**config.mk**
```make
export PLATFORM = sky130hd
export DESIGN_NAME = synapse_weight_loader
export DESIGN_NICKNAME = d
export VERILOG_FILES = /design/src/rtl/synapse_weight_loader.sv
export SDC_FILE = /design/constraint.sdc
export NUM_CORES = 1
export LEC_CHECK = 0
export BUFFER_PORTS_ARGS = -buffer_cell sky130_fd_sc_hd__buf_2
export CORE_ASPECT_RATIO = 0.8
export CORE_MARGIN = 2
export CORE_UTILIZATION = 31
export DETAILED_ROUTE_END_ITERATION = 7
export GPL_ROUTABILITY_DRIVEN = 0
export MAX_ROUTING_LAYER = met4
export PLACE_DENSITY = 0.55
export SLEW_MARGIN = 30
export SYNTH_ARGS = -nofsm -noshare
export SYNTH_HDL_FRONTEND = slang
export SYNTH_SLANG_ARGS = --single-unit
```
**constraint.sdc**
```tcl
create_clock -name clk -period 1.9 [get_ports clk]
set_clock_uncertainty 0.15 [all_clocks]
set_input_delay 0.285 -clock clk [delete_from_list [all_inputs] [get_ports clk]]
set_output_delay 0.285 -clock clk [all_outputs]
set_load 0.005 [all_outputs]
```
**src/rtl/synapse_weight_loader.sv**
```systemverilog
// Double-buffered serial-to-parallel loader for the ONN synapse weight matrix.
// A shadow register fills from the 1-bit stream; the active bus updates only on commit.
//
// state  | meaning
// IDLE   | waiting for start; weights_out holds the last committed frame
// LOAD   | accepting qualified bits into the shadow register
// COMMIT | copying shadow to weights_out, pulsing load_done
module synapse_weight_loader #(
    parameter int ROWS      = 5,
    parameter int COLS      = 3,
    parameter int W         = 4,
    parameter int MSB_FIRST = 1,
    localparam int N        = ROWS * COLS * W,
    localparam int CW       = $clog2(N + 1)
) (
    input  logic          clk,
    input  logic          rst_n,
    input  logic          start,
    input  logic          bit_in,
    input  logic          bit_valid,
    output logic [N-1:0]  weights_out,
    output logic          busy,
    output logic          load_done,
    output logic [CW-1:0] bit_cnt
);

    localparam int PW = (N > 1) ? $clog2(N) : 1;

    typedef enum logic [1:0] {
        IDLE   = 2'd0,
        LOAD   = 2'd1,
        COMMIT = 2'd2
    } state_t;

    state_t        state_q;
    logic [N-1:0]  shadow_q;
    logic [N-1:0]  weights_q;
    logic [CW-1:0] cnt_q;
    logic          busy_q;
    logic          done_q;

    logic [CW-1:0] elem;
    logic [CW-1:0] bitp;
    logic [PW-1:0] pos;

    // Shadow bit index for the next accepted bit; elements fill row-major from bit 0 up.
    always_comb begin
        elem = cnt_q / CW'(W);
        bitp = cnt_q % CW'(W);
        if (MSB_FIRST != 0) begin
            pos = PW'(elem * CW'(W) + (CW'(W - 1) - bitp));
        end else begin
            pos = PW'(cnt_q);
        end
    end

    always_ff @(posedge clk or negedge rst_n) begin
        if (!rst_n) begin
            state_q   <= IDLE;
            shadow_q  <= '0;
            weights_q <= '0;
            cnt_q     <= '0;
            busy_q    <= 1'b0;
            done_q    <= 1'b0;
        end else begin
            done_q <= 1'b0;
            case (state_q)
                IDLE: begin
                    if (start) begin
                        state_q <= LOAD;
                        cnt_q   <= '0;
                        busy_q  <= 1'b1;
                    end
                end
                LOAD: begin
                    // start here is an abort: the bit on this cycle is dropped
                    if (start) begin
                        cnt_q <= '0;
                    end else if (bit_valid) begin
                        shadow_q[pos] <= bit_in;
                        cnt_q         <= cnt_q + CW'(1);
                        if (cnt_q == CW'(N - 1)) begin
                            state_q <= COMMIT;
                        end
                    end
                end
                COMMIT: begin
                    weights_q <= shadow_q;
                    done_q    <= 1'b1;
                    cnt_q     <= '0;
                    busy_q    <= 1'b0;
                    state_q   <= IDLE;
                end
                default: begin
                    state_q <= IDLE;
                    busy_q  <= 1'b0;
                end
            endcase
        end
    end

    assign weights_out = weights_q;
    assign busy        = busy_q;
    assign load_done   = done_q;
    assign bit_cnt     = cnt_q;

endmodule

```
==> flow_metrics.py, run 1 <==
metrics = {
    "global_routing": {
        "top_usage_layer": "met1",
        "gr-usage-met1_pct": 21.9,
        "grt_pass1_wl_mm": 21.7,
        "grt_use_met3_pct": 4.00,
        "grt_pass1_vias": 4033,
        "grt_max_degree": 127,
        "grt_use_met2_pct": 21.0,
        "overflow": 0,
        "antenna_found_initial": 0,
        "grt_usage_pct": 15.4,
    },
    "yosys": {
        "ys_types": 38,
        "syn_area_um2": 5600,
        "netlist_instances": 528,
        "synth_warnings": 0,
        "synth_fp_nets": 534,
        "synth_seq_cells": 130,
        "seq_area_frac_synth_pct": 58.1,
        "syn_avg_cell_area_um2": 10.6,
    },
    "timing": {
        "period_share_pct": 96.2,
        "hold_violations": 0,
        "slew_violations": 0,
        "setup_viol": 0,
        "rsz0062_at_grt": "true",
        "period_needed_ps": 1830,
        "max_freq_mhz": 547,
        "whs_ps": 61.8,
        "worst_pin_slew_ps": 702,
        "fin_tns_setup_ps": 0,
        "relSlewSlack_pct": 53.2,
    },
    "die": {
        "io_pins": 73,
        "die_x_um": 154,
        "die_y_um": 124,
        "dieArea_um2": 19100,
        "design.core.area_um2": 17500,
        "row_count": 43,
        "start_util_pct": 32.0,
    },
    "critical_path": {
        "cp.arrival_ps": 1980,
        "path_class": "reg -> reg",
        "crit_required_ps": 2050,
        "critPathMaxFanout": 9,
        "cp-end-kind": "flip-flop",
        "worstSetupStartpointType": "flip-flop",
    },
    "cts": {
        "cts.path.max_buffers": 2,
        "cts_sinks": 130,
        "path_clk_slew_ps": 60,
        "clkLatencyLatePin_ps": 420,
        "cts_max_level": 4,
        "cts_tree": "done",
        "root_buffer": "clkbuf_16",
        "numCtsBuffers": 17,
    },
    "finish": {
        "ff_latch_area_um2": 3260,
        "layout_common_cells": "nand2_1, dfrtp_1, buf_2",
        "antenna-diode-count": 0,
        "multi_input_area_um2": 2220,
        "drive_above_1_share_pct": 27.6,
        "areaGrowthSynthToFinish_pct": 26.4,
        "fin_nets": 628,
        "final_util_pct": 40.4,
        "final_common_cell": "nand2_1",
        "fillers": 1711,
        "final_area_um2": 7070,
    },
    "run_status": {
        "status": "completed",
    },
    "routing": {
        "post_drt_wl_per_cell_um": 15.3,
        "drt_iter0_drc": 253,
        "vias": 4011,
        "firstDrtPassIters": 4,
        "routed_wl_mm": 13.1,
        "ant_nets": 0,
        "viasPerCell": 4.66,
        "detail_route.drc_violations": 0,
    },
    "place": {
        "placed_area_um2": 6410,
        "place_hpwl_mm": 8.77,
        "io_buffers": 72,
    },
    "pwr": {
        "combPwrFrac_pct": 3.9,
        "power_frac_clock_pct": 51.4,
        "peakVddDrop_v": 0.000454,
        "p_int_uw": 4870,
        "p_per_area_nw_per_um2": 893,
        "swShare_pct": 22.8,
        "p_seq_share_pct": 44.7,
        "switchingPower_uw": 1440,
        "leakagePower_uw": 0.00376,
    },
    "hold_path": {
        "hold_class": "in -> async",
    },
    "run": {
        "maxCapViolations": 0,
    },
}
==> final cells by class <==
cell class                 count  share of cell area [%]
clock buffer                  19                    6.41
clock inverter                13                    1.93
inverter                       3                   0.159
multi-input combinational    359                    31.4
sequential                   130                    46.1
tap                          225                    3.98
timing repair buffer         111                    10.0
==> cells by family (layout without fill, tap and decap cells) <==
kind of cell / count (synthesis) / in the layout / share of synthesized area (%)
DFF: 130 / 130 / 58.1
and+or+nand+nor: 285 / 285 / 24.5
buffers and inverters: 39 / 146 / 3.49
muxes: 61 / 61 / 12.3
adders and majority gates: 1 / 1 / 0.224
AOI/OAI and AO/OA: 12 / 12 / 1.41
==> per-layer routing <==
layer	part of all wire, %	vias to the layer above
met5	0	-
met4	1.4	0
met2	43	83
met1	51	1949
met3	4.7	13
li1	-	1966
==> what timing repair did <==
item	4_1_cts	5_1_grt
resized for setup	0	14
buffers inserted	0	0
endpoints found under the hold margin	130	0
endpoints found under the setup margin	0	40
hold buffers	1	0
==> worst max-delay path, cell delays in order (launching register included) <==
cell and delay, ps:
dfrtp_1 490, or3b_4 460, nor4_2 270, mux2_1 340
==> registers in the layout, indices dropped and copies added, names as in the netlist <==
name,count
weights_out,60
shadow_q,60
state_q,2
busy,1
load_done,1
bit_cnt,6
==> worst paths after layout <==
kind | startpoint | to | slack (ps) | depth (start not counted)
max | bit_cnt[3] | shadow_q[11] | 70 | 3
min | rst_n | weights_out[33] | 60 | 2
max reg2reg | bit_cnt[3] | shadow_q[11] | 70 | 3
min reg2reg | shadow_q[9] | weights_out[9] | 310 | 2
max in group asynchronous | rst_n | state_q[0] | 630 | 3
min in group clk | bit_valid | state_q[1] | 140 | 4
==> synth_stat cells <==
cell | n | area share, %
o21ai_0 | 2 | 0.18
nor3b_2 | 4 | 0.89
nand3b_1 | 7 | 0.94
and3b_1 | 3 | 0.47
o31ai_1 | 3 | 0.40
nand4bb_1 | 1 | 0.20
nor4_2 | 4 | 0.89
inv_1 | 2 | 0.13
mux2_1 | 60 | 12
nand2b_1 | 2 | 0.22
mux2i_1 | 1 | 0.18
inv_2 | 1 | 0.067
buf_6 | 4 | 0.80
nand3_1 | 26 | 2.3
nor4bb_1 | 2 | 0.36
nor3b_1 | 2 | 0.27
buf_2 | 12 | 1.1
a311oi_1 | 1 | 0.16
and3_1 | 1 | 0.11
or4_1 | 3 | 0.40
nor3_2 | 6 | 1.1
and2_1 | 1 | 0.11
or3_1 | 1 | 0.11
buf_1 | 5 | 0.34
or2_1 | 1 | 0.11
dfrtp_1 | 130 | 58
or3b_1 | 3 | 0.47
buf_4 | 1 | 0.13
nor4_1 | 5 | 0.56
clkbuf_1 | 14 | 0.94
ha_1 | 1 | 0.22
a211oi_2 | 1 | 0.22
nor3_1 | 25 | 2.2
nand2_1 | 185 | 12
a21oi_1 | 4 | 0.36
o21ai_1 | 1 | 0.089
nor2_1 | 2 | 0.13
nand3_2 | 1 | 0.18
==> through the flow <==
stage | setup slack (ps) | total power (uW) | cells
after floorplan | 114 | 2980 | 528
after global placement | 43.7 | 3110 | 827
after detailed placement | 14.8 | 3120 | 827
after CTS | 1.77 | 6380 | 860
after global routing | -42.4 | 6560 | 860
final | 71.7 | 6310 | 860
==> power groups by stage <==
stage               logic (uW)  registers (uW)  clock network (uW)
floorplan                  113            2870                   0
finish                     248            2820                3250
CTS                        250            2820                3310
detailed placement         247            2870                   0
global placement           242            2870                   0
global route               282            2820                3450
No activity file was read; power rests on OpenSTA's default activity.
==> run 2, diff against run 1 <==
- PLACE_DENSITY: 0.55 -> 0.53
- SLEW_MARGIN: 30 -> 20
==> run 2 against run 1 <==
First-iteration DRC count decreased by 3.6%. Maximum frequency increased by 0.24%. Via count increased by 2.1%. Highest routed layer unchanged. Cell count increased by 0.12%. Die area unchanged. Routed wire length increased by 0.56%. Largest power group unchanged. Sequential cell count unchanged. Clock-buffer cell count unchanged. Non-clock buffer count increased by 1. Critical endpoint is now shadow_q[27]. Sequential power about the same. Sequential share of layout area unchanged. Critical path type unchanged.
==> flow_metrics.py, run 2 (same netlist as run 1, synthesis figures left out) <==
metrics = {
    "run_status": {
        "status": "completed",
    },
    "routing": {
        "detail_route.drc_violations": 0,
        "post_drt_wl_per_cell_um": 15.4,
        "routed_wl_mm": 13.2,
        "drt_iter0_drc": 244,
        "ant_nets": 0,
        "vias": 4096,
        "firstDrtPassIters": 4,
        "viasPerCell": 4.76,
    },
    "die": {
        "die_x_um": 154,
        "dieArea_um2": 19100,
        "design.core.area_um2": 17500,
        "start_util_pct": 32.0,
        "row_count": 43,
        "io_pins": 73,
        "die_y_um": 124,
    },
    "cts": {
        "root_buffer": "clkbuf_16",
        "cts_max_level": 4,
        "cts_tree": "done",
        "cts_sinks": 130,
        "numCtsBuffers": 17,
        "clkLatencyLatePin_ps": 420,
        "path_clk_slew_ps": 60,
        "postCtsSetupBuffers": 0,
        "cts.path.max_buffers": 2,
    },
    "timing": {
        "period_needed_ps": 1820,
        "period_share_pct": 96.0,
        "slew_violations": 0,
        "setup_viol": 0,
        "rsz0062_at_grt": "true",
        "hold_violations": 0,
        "whs_ps": 150,
        "worst_pin_slew_ps": 571,
        "max_freq_mhz": 548,
        "relSlewSlack_pct": 61.9,
    },
    "pwr": {
        "swShare_pct": 22.8,
        "p_int_uw": 4850,
        "combPwrFrac_pct": 4.0,
        "power_frac_clock_pct": 51.0,
        "peakVddDrop_v": 0.000546,
        "p_seq_share_pct": 45.0,
        "p_per_area_nw_per_um2": 888,
        "leakagePower_uw": 0.00376,
        "switchingPower_uw": 1430,
    },
    "global_routing": {
        "overflow": 0,
        "antenna_found_initial": 0,
        "grt_max_degree": 65,
        "grt_pass1_vias": 4151,
        "grt_pass1_wl_mm": 21.5,
        "grt_usage_pct": 15.1,
    },
    "critical_path": {
        "rr_endpoint": "shadow_q[27]",
        "cpPeakStageDelay_ps": 450,
        "rr_worst_depth": 3,
        "cp_num_cells": 3,
        "cp_top_family": "simple AND/OR/NAND/NOR gates",
        "cp-endpoint": "shadow_q[27]",
        "path_class": "reg -> reg",
        "crit_slowest_cell": "dfrtp_2",
        "critPathMaxFanout": 8,
        "cp.arrival_ps": 1980,
        "r2r_start": "bit_cnt[1]",
        "cp-end-kind": "flip-flop",
        "worstSetupStartpointType": "flip-flop",
        "path_cells": "or2_1, nor4_1, mux2_1",
        "cp-startpoint": "bit_cnt[1]",
        "crit_required_ps": 2050,
        "r2r_slack_ps": 80,
        "cp_num_buf_inv": 0,
    },
    "finish": {
        "final_util_pct": 40.4,
        "layout_common_cells": "nand2_1, dfrtp_1, buf_2",
        "drive_above_1_share_pct": 27.0,
        "final_common_cell": "nand2_1",
        "areaGrowthSynthToFinish_pct": 26.4,
        "antenna-diode-count": 0,
        "fin_nets": 629,
    },
    "run": {
        "maxCapViolations": 0,
    },
    "place": {
        "io_buffers": 72,
        "place_hpwl_mm": 9.03,
    },
    "hold_path": {
        "worst_hold_startpoint": "start",
        "hold_class": "in -> reg",
    },
}
run 2: cell types whose count changed in the layout (fill, tap and decap cells not counted):
cell and delta:
clkinvlp_4 -1, clkbuf_1 +1, nor4_2 -2, buf_4 -1
clkbuf_8 -1, or3b_4 -1, or3b_1 +1, nor4_1 +2
buf_12 +1, clkinv_4 +1, buf_6 +1
run 2: cell type report:
cell class | instances | area, um^2
clock buffer | 19 | 443
clock inverter | 13 | 138
fill | 1724 | 10400
inverter | 3 | 11.3
multi-input combinational | 359 | 2210
sequential | 130 | 3260
tap | 225 | 282
timing repair buffer | 112 | 732
run 2: layer usage:
| layer | up-vias | share of wire, % | track usage [%] |
|---|---|---|---|
| met4 | 0 | 1.7 | 5.32 |
| met3 | 25 | 4.7 | 3.93 |
| met5 | - | 0 | - |
| li1 | 1969 | - | - |
| met1 | 2000 | 50 | 20.5 |
| met2 | 102 | 43 | 21.8 |
run 2: repair_timing:
item,in CTS,in global routing
resized for setup,0,12
endpoints found under the hold margin,66,0
hold buffers,1,0
setup endpoints to repair,0,19
run 2: tightest hold or removal path: cells and delay by family:
kind,cells,cell delay (ps)
buffers and inverters,2,240
AND/OR/NAND/NOR,1,80
AO/OA/AOI/OAI,1,70
run 2: worst min path at each step:
stage                            endpoint  cells past startpoint
after detailed placement  weights_out[37]                      1
after global routing                 busy                      4
final                                busy                      4
after CTS                      state_q[1]                      4
after floorplan                bit_cnt[0]                      0
after global placement    weights_out[37]                      1
run 2: power by group through the flow:
stage	Sequential (uW)	Combinational (uW)	Clock [uW]
2_1_floorplan	2870	113	0
3_3_place_gp	2870	241	0
3_5_place_dp	2870	248	0
4_1_cts	2820	251	3280
5_1_grt	2830	278	3400
6_report	2830	249	3200
run 2: metrics by stage:
step / instances / total power (uW) / setup slack, ps / instance area, um^2 / TNS [ps]
final: 861 / 6280 / 76.1 / 7070 / 0
after global routing: 861 / 6510 / -0.301 / 7070 / -0.301
after CTS: 861 / 6350 / 18.3 / 7020 / 0
after detailed placement: 828 / 3120 / 33.4 / 6430 / 0
after global placement: 828 / 3110 / 49.2 / 6430 / 0
after floorplan: 528 / 2980 / 114 / 5600 / 0
==> run 3, diff against run 2 <==
- CAP_MARGIN: not set -> 20
- RECOVER_POWER: not set -> 25
==> run 3 against run 2 <==
First-iteration DRC count grew 6.1%. Critical path depth is the same. Sequential cell count is the same. Global-route usage is the same. Via count shrank 0.24%. Non-clock buffer count is the same. Clock power is essentially flat. Register-to-register slack is essentially flat. Power shrank 0.11%. Worst hold slack is essentially flat. Die area is the same. Combinational power shrank 3%. Critical endpoint unchanged. Largest cell class unchanged.
==> flow_metrics.py, run 3 (same netlist as run 1, synthesis figures left out) <==
metrics = {
    "critical_path": {
        "path_class": "reg -> reg",
        "cpPeakStageDelay_ps": 450,
        "cp-startpoint": "bit_cnt[1]",
        "cp_top_family": "simple AND/OR/NAND/NOR gates",
        "cp-end-kind": "flip-flop",
        "critPathMaxFanout": 8,
        "r2r_start": "bit_cnt[1]",
        "cp.arrival_ps": 1970,
        "path_cells": "or2_1, nor4_1, mux2_1",
        "cp_num_buf_inv": 0,
        "crit_required_ps": 2050,
        "crit_slowest_cell": "dfrtp_2",
        "worstSetupStartpointType": "flip-flop",
    },
    "hold_path": {
        "hold_class": "in -> reg",
        "worst_hold_startpoint": "start",
    },
    "die": {
        "io_pins": 73,
        "die_x_um": 154,
        "dieArea_um2": 19100,
        "row_count": 43,
        "start_util_pct": 32.0,
        "design.core.area_um2": 17500,
        "die_y_um": 124,
    },
    "timing": {
        "fin_tns_setup_ps": 0,
        "period_share_pct": 95.7,
        "setup_ws_ps": 82.2,
        "max_freq_mhz": 550,
        "period_needed_ps": 1820,
        "whs_ps": 150,
        "relSlewSlack_pct": 59.4,
        "slew_violations": 0,
        "worst_pin_slew_ps": 609,
        "setup_viol": 0,
        "hold_violations": 0,
        "rsz0062_at_grt": "true",
    },
    "place": {
        "io_buffers": 72,
        "dpl_worst_slack_ps": 33.4,
        "place_hpwl_mm": 9.03,
        "placed_area_um2": 6430,
        "placedCellCount": 828,
    },
    "pwr": {
        "combPwrFrac_pct": 3.8,
        "swShare_pct": 22.8,
        "peakVddDrop_v": 0.000547,
        "switchingPower_uw": 1430,
        "leakagePower_uw": 0.00375,
        "p_int_uw": 4840,
        "p_seq_share_pct": 45.1,
        "power_frac_clock_pct": 51.1,
        "p_per_area_nw_per_um2": 890,
    },
    "finish": {
        "fin_nets": 629,
        "drive_above_1_share_pct": 27.0,
        "antenna-diode-count": 0,
        "final_common_cell": "nand2_1",
        "layout_common_cells": "nand2_1, dfrtp_1, buf_2",
        "final_area_um2": 7050,
        "layout.cells.non_filler": 861,
        "areaGrowthSynthToFinish_pct": 25.9,
    },
    "cts": {
        "root_buffer": "clkbuf_16",
        "cts.path.max_buffers": 2,
        "cts_max_level": 4,
        "clkLatencyLatePin_ps": 430,
        "postCtsSetupBuffers": 0,
        "numCtsBuffers": 17,
        "path_clk_slew_ps": 60,
        "cts_sinks": 130,
        "cts_tree": "done",
    },
    "routing": {
        "viasPerCell": 4.75,
        "post_drt_wl_per_cell_um": 15.4,
        "drt_iter0_drc": 259,
        "ant_nets": 0,
        "routed_wl_mm": 13.2,
        "detail_route.drc_violations": 0,
        "vias": 4086,
        "firstDrtPassIters": 4,
    },
    "global_routing": {
        "overflow": 0,
        "antenna_found_initial": 0,
        "grt_usage_pct": 15.1,
        "grt_max_degree": 65,
        "grt_pass1_vias": 4151,
        "grt_pass1_wl_mm": 21.5,
    },
    "run_status": {
        "status": "completed",
    },
    "run": {
        "maxCapViolations": 0,
    },
}
## run 3: cell types whose count changed in the layout (fill, tap and decap cells not counted)
cell	delta
clkbuf_2	+1
clkbuf_4	+1
buf_4	-1
buf_12	-2
buf_6	+1
## run 3: what timing repair did
item / 4_1_cts / 5_1_grt
hold buffers: 1 / 0
endpoints found under the hold margin: 66 / 0
resized for setup: 0 / 12
endpoints found under the setup margin: 0 / 19
## run 3: power groups by stage
stage	Combinational (uW)	Clock, uW	Sequential [uW]
detailed placement	248	0	2870
CTS	251	3280	2820
global placement	241	0	2870
global route	270	3400	2830
finish	241	3200	2830
floorplan	113	0	2870
## run 3: final timing paths
kind | end | slack, ps | cells after the start
max reg2reg | shadow_q[27] | 80 | 3
max in group asynchronous | shadow_q[17] | 280 | 3
max | shadow_q[27] | 80 | 3
min reg2reg | weights_out[12] | 320 | 2
min in group asynchronous | weights_out[37] | 250 | 2
min | busy | 150 | 4
## run 3: final cells by class
type	instances	area, um^2
timing repair buffer	112	708
fill	1729	10400
multi-input combinational	359	2210
tap	225	282
clock inverter	13	138
inverter	3	11.3
sequential	130	3260
clock buffer	19	443
## run 3: worst register-to-register path, cell delays in order (launching register included)
cell     delay (ps)
dfrtp_2         450
or2_1           420
nor4_1          340
mux2_1          350
## run 3: metal layers
metal	GRT usage (%)	vias up	part of all wire, %
li1	-	1960	-
met1	20.5	2010	50
met3	3.93	21	4.6
met5	-	-	0
met4	5.32	0	1.6
met2	21.8	95	44
## run 3: stage by stage
step | power (uW) | utilization (%)
global route | 6500 | 40.3
global placement | 3110 | 36.8
detailed placement | 3120 | 36.8
floorplan | 2980 | -
CTS | 6350 | 40.2
finish | 6270 | 40.3
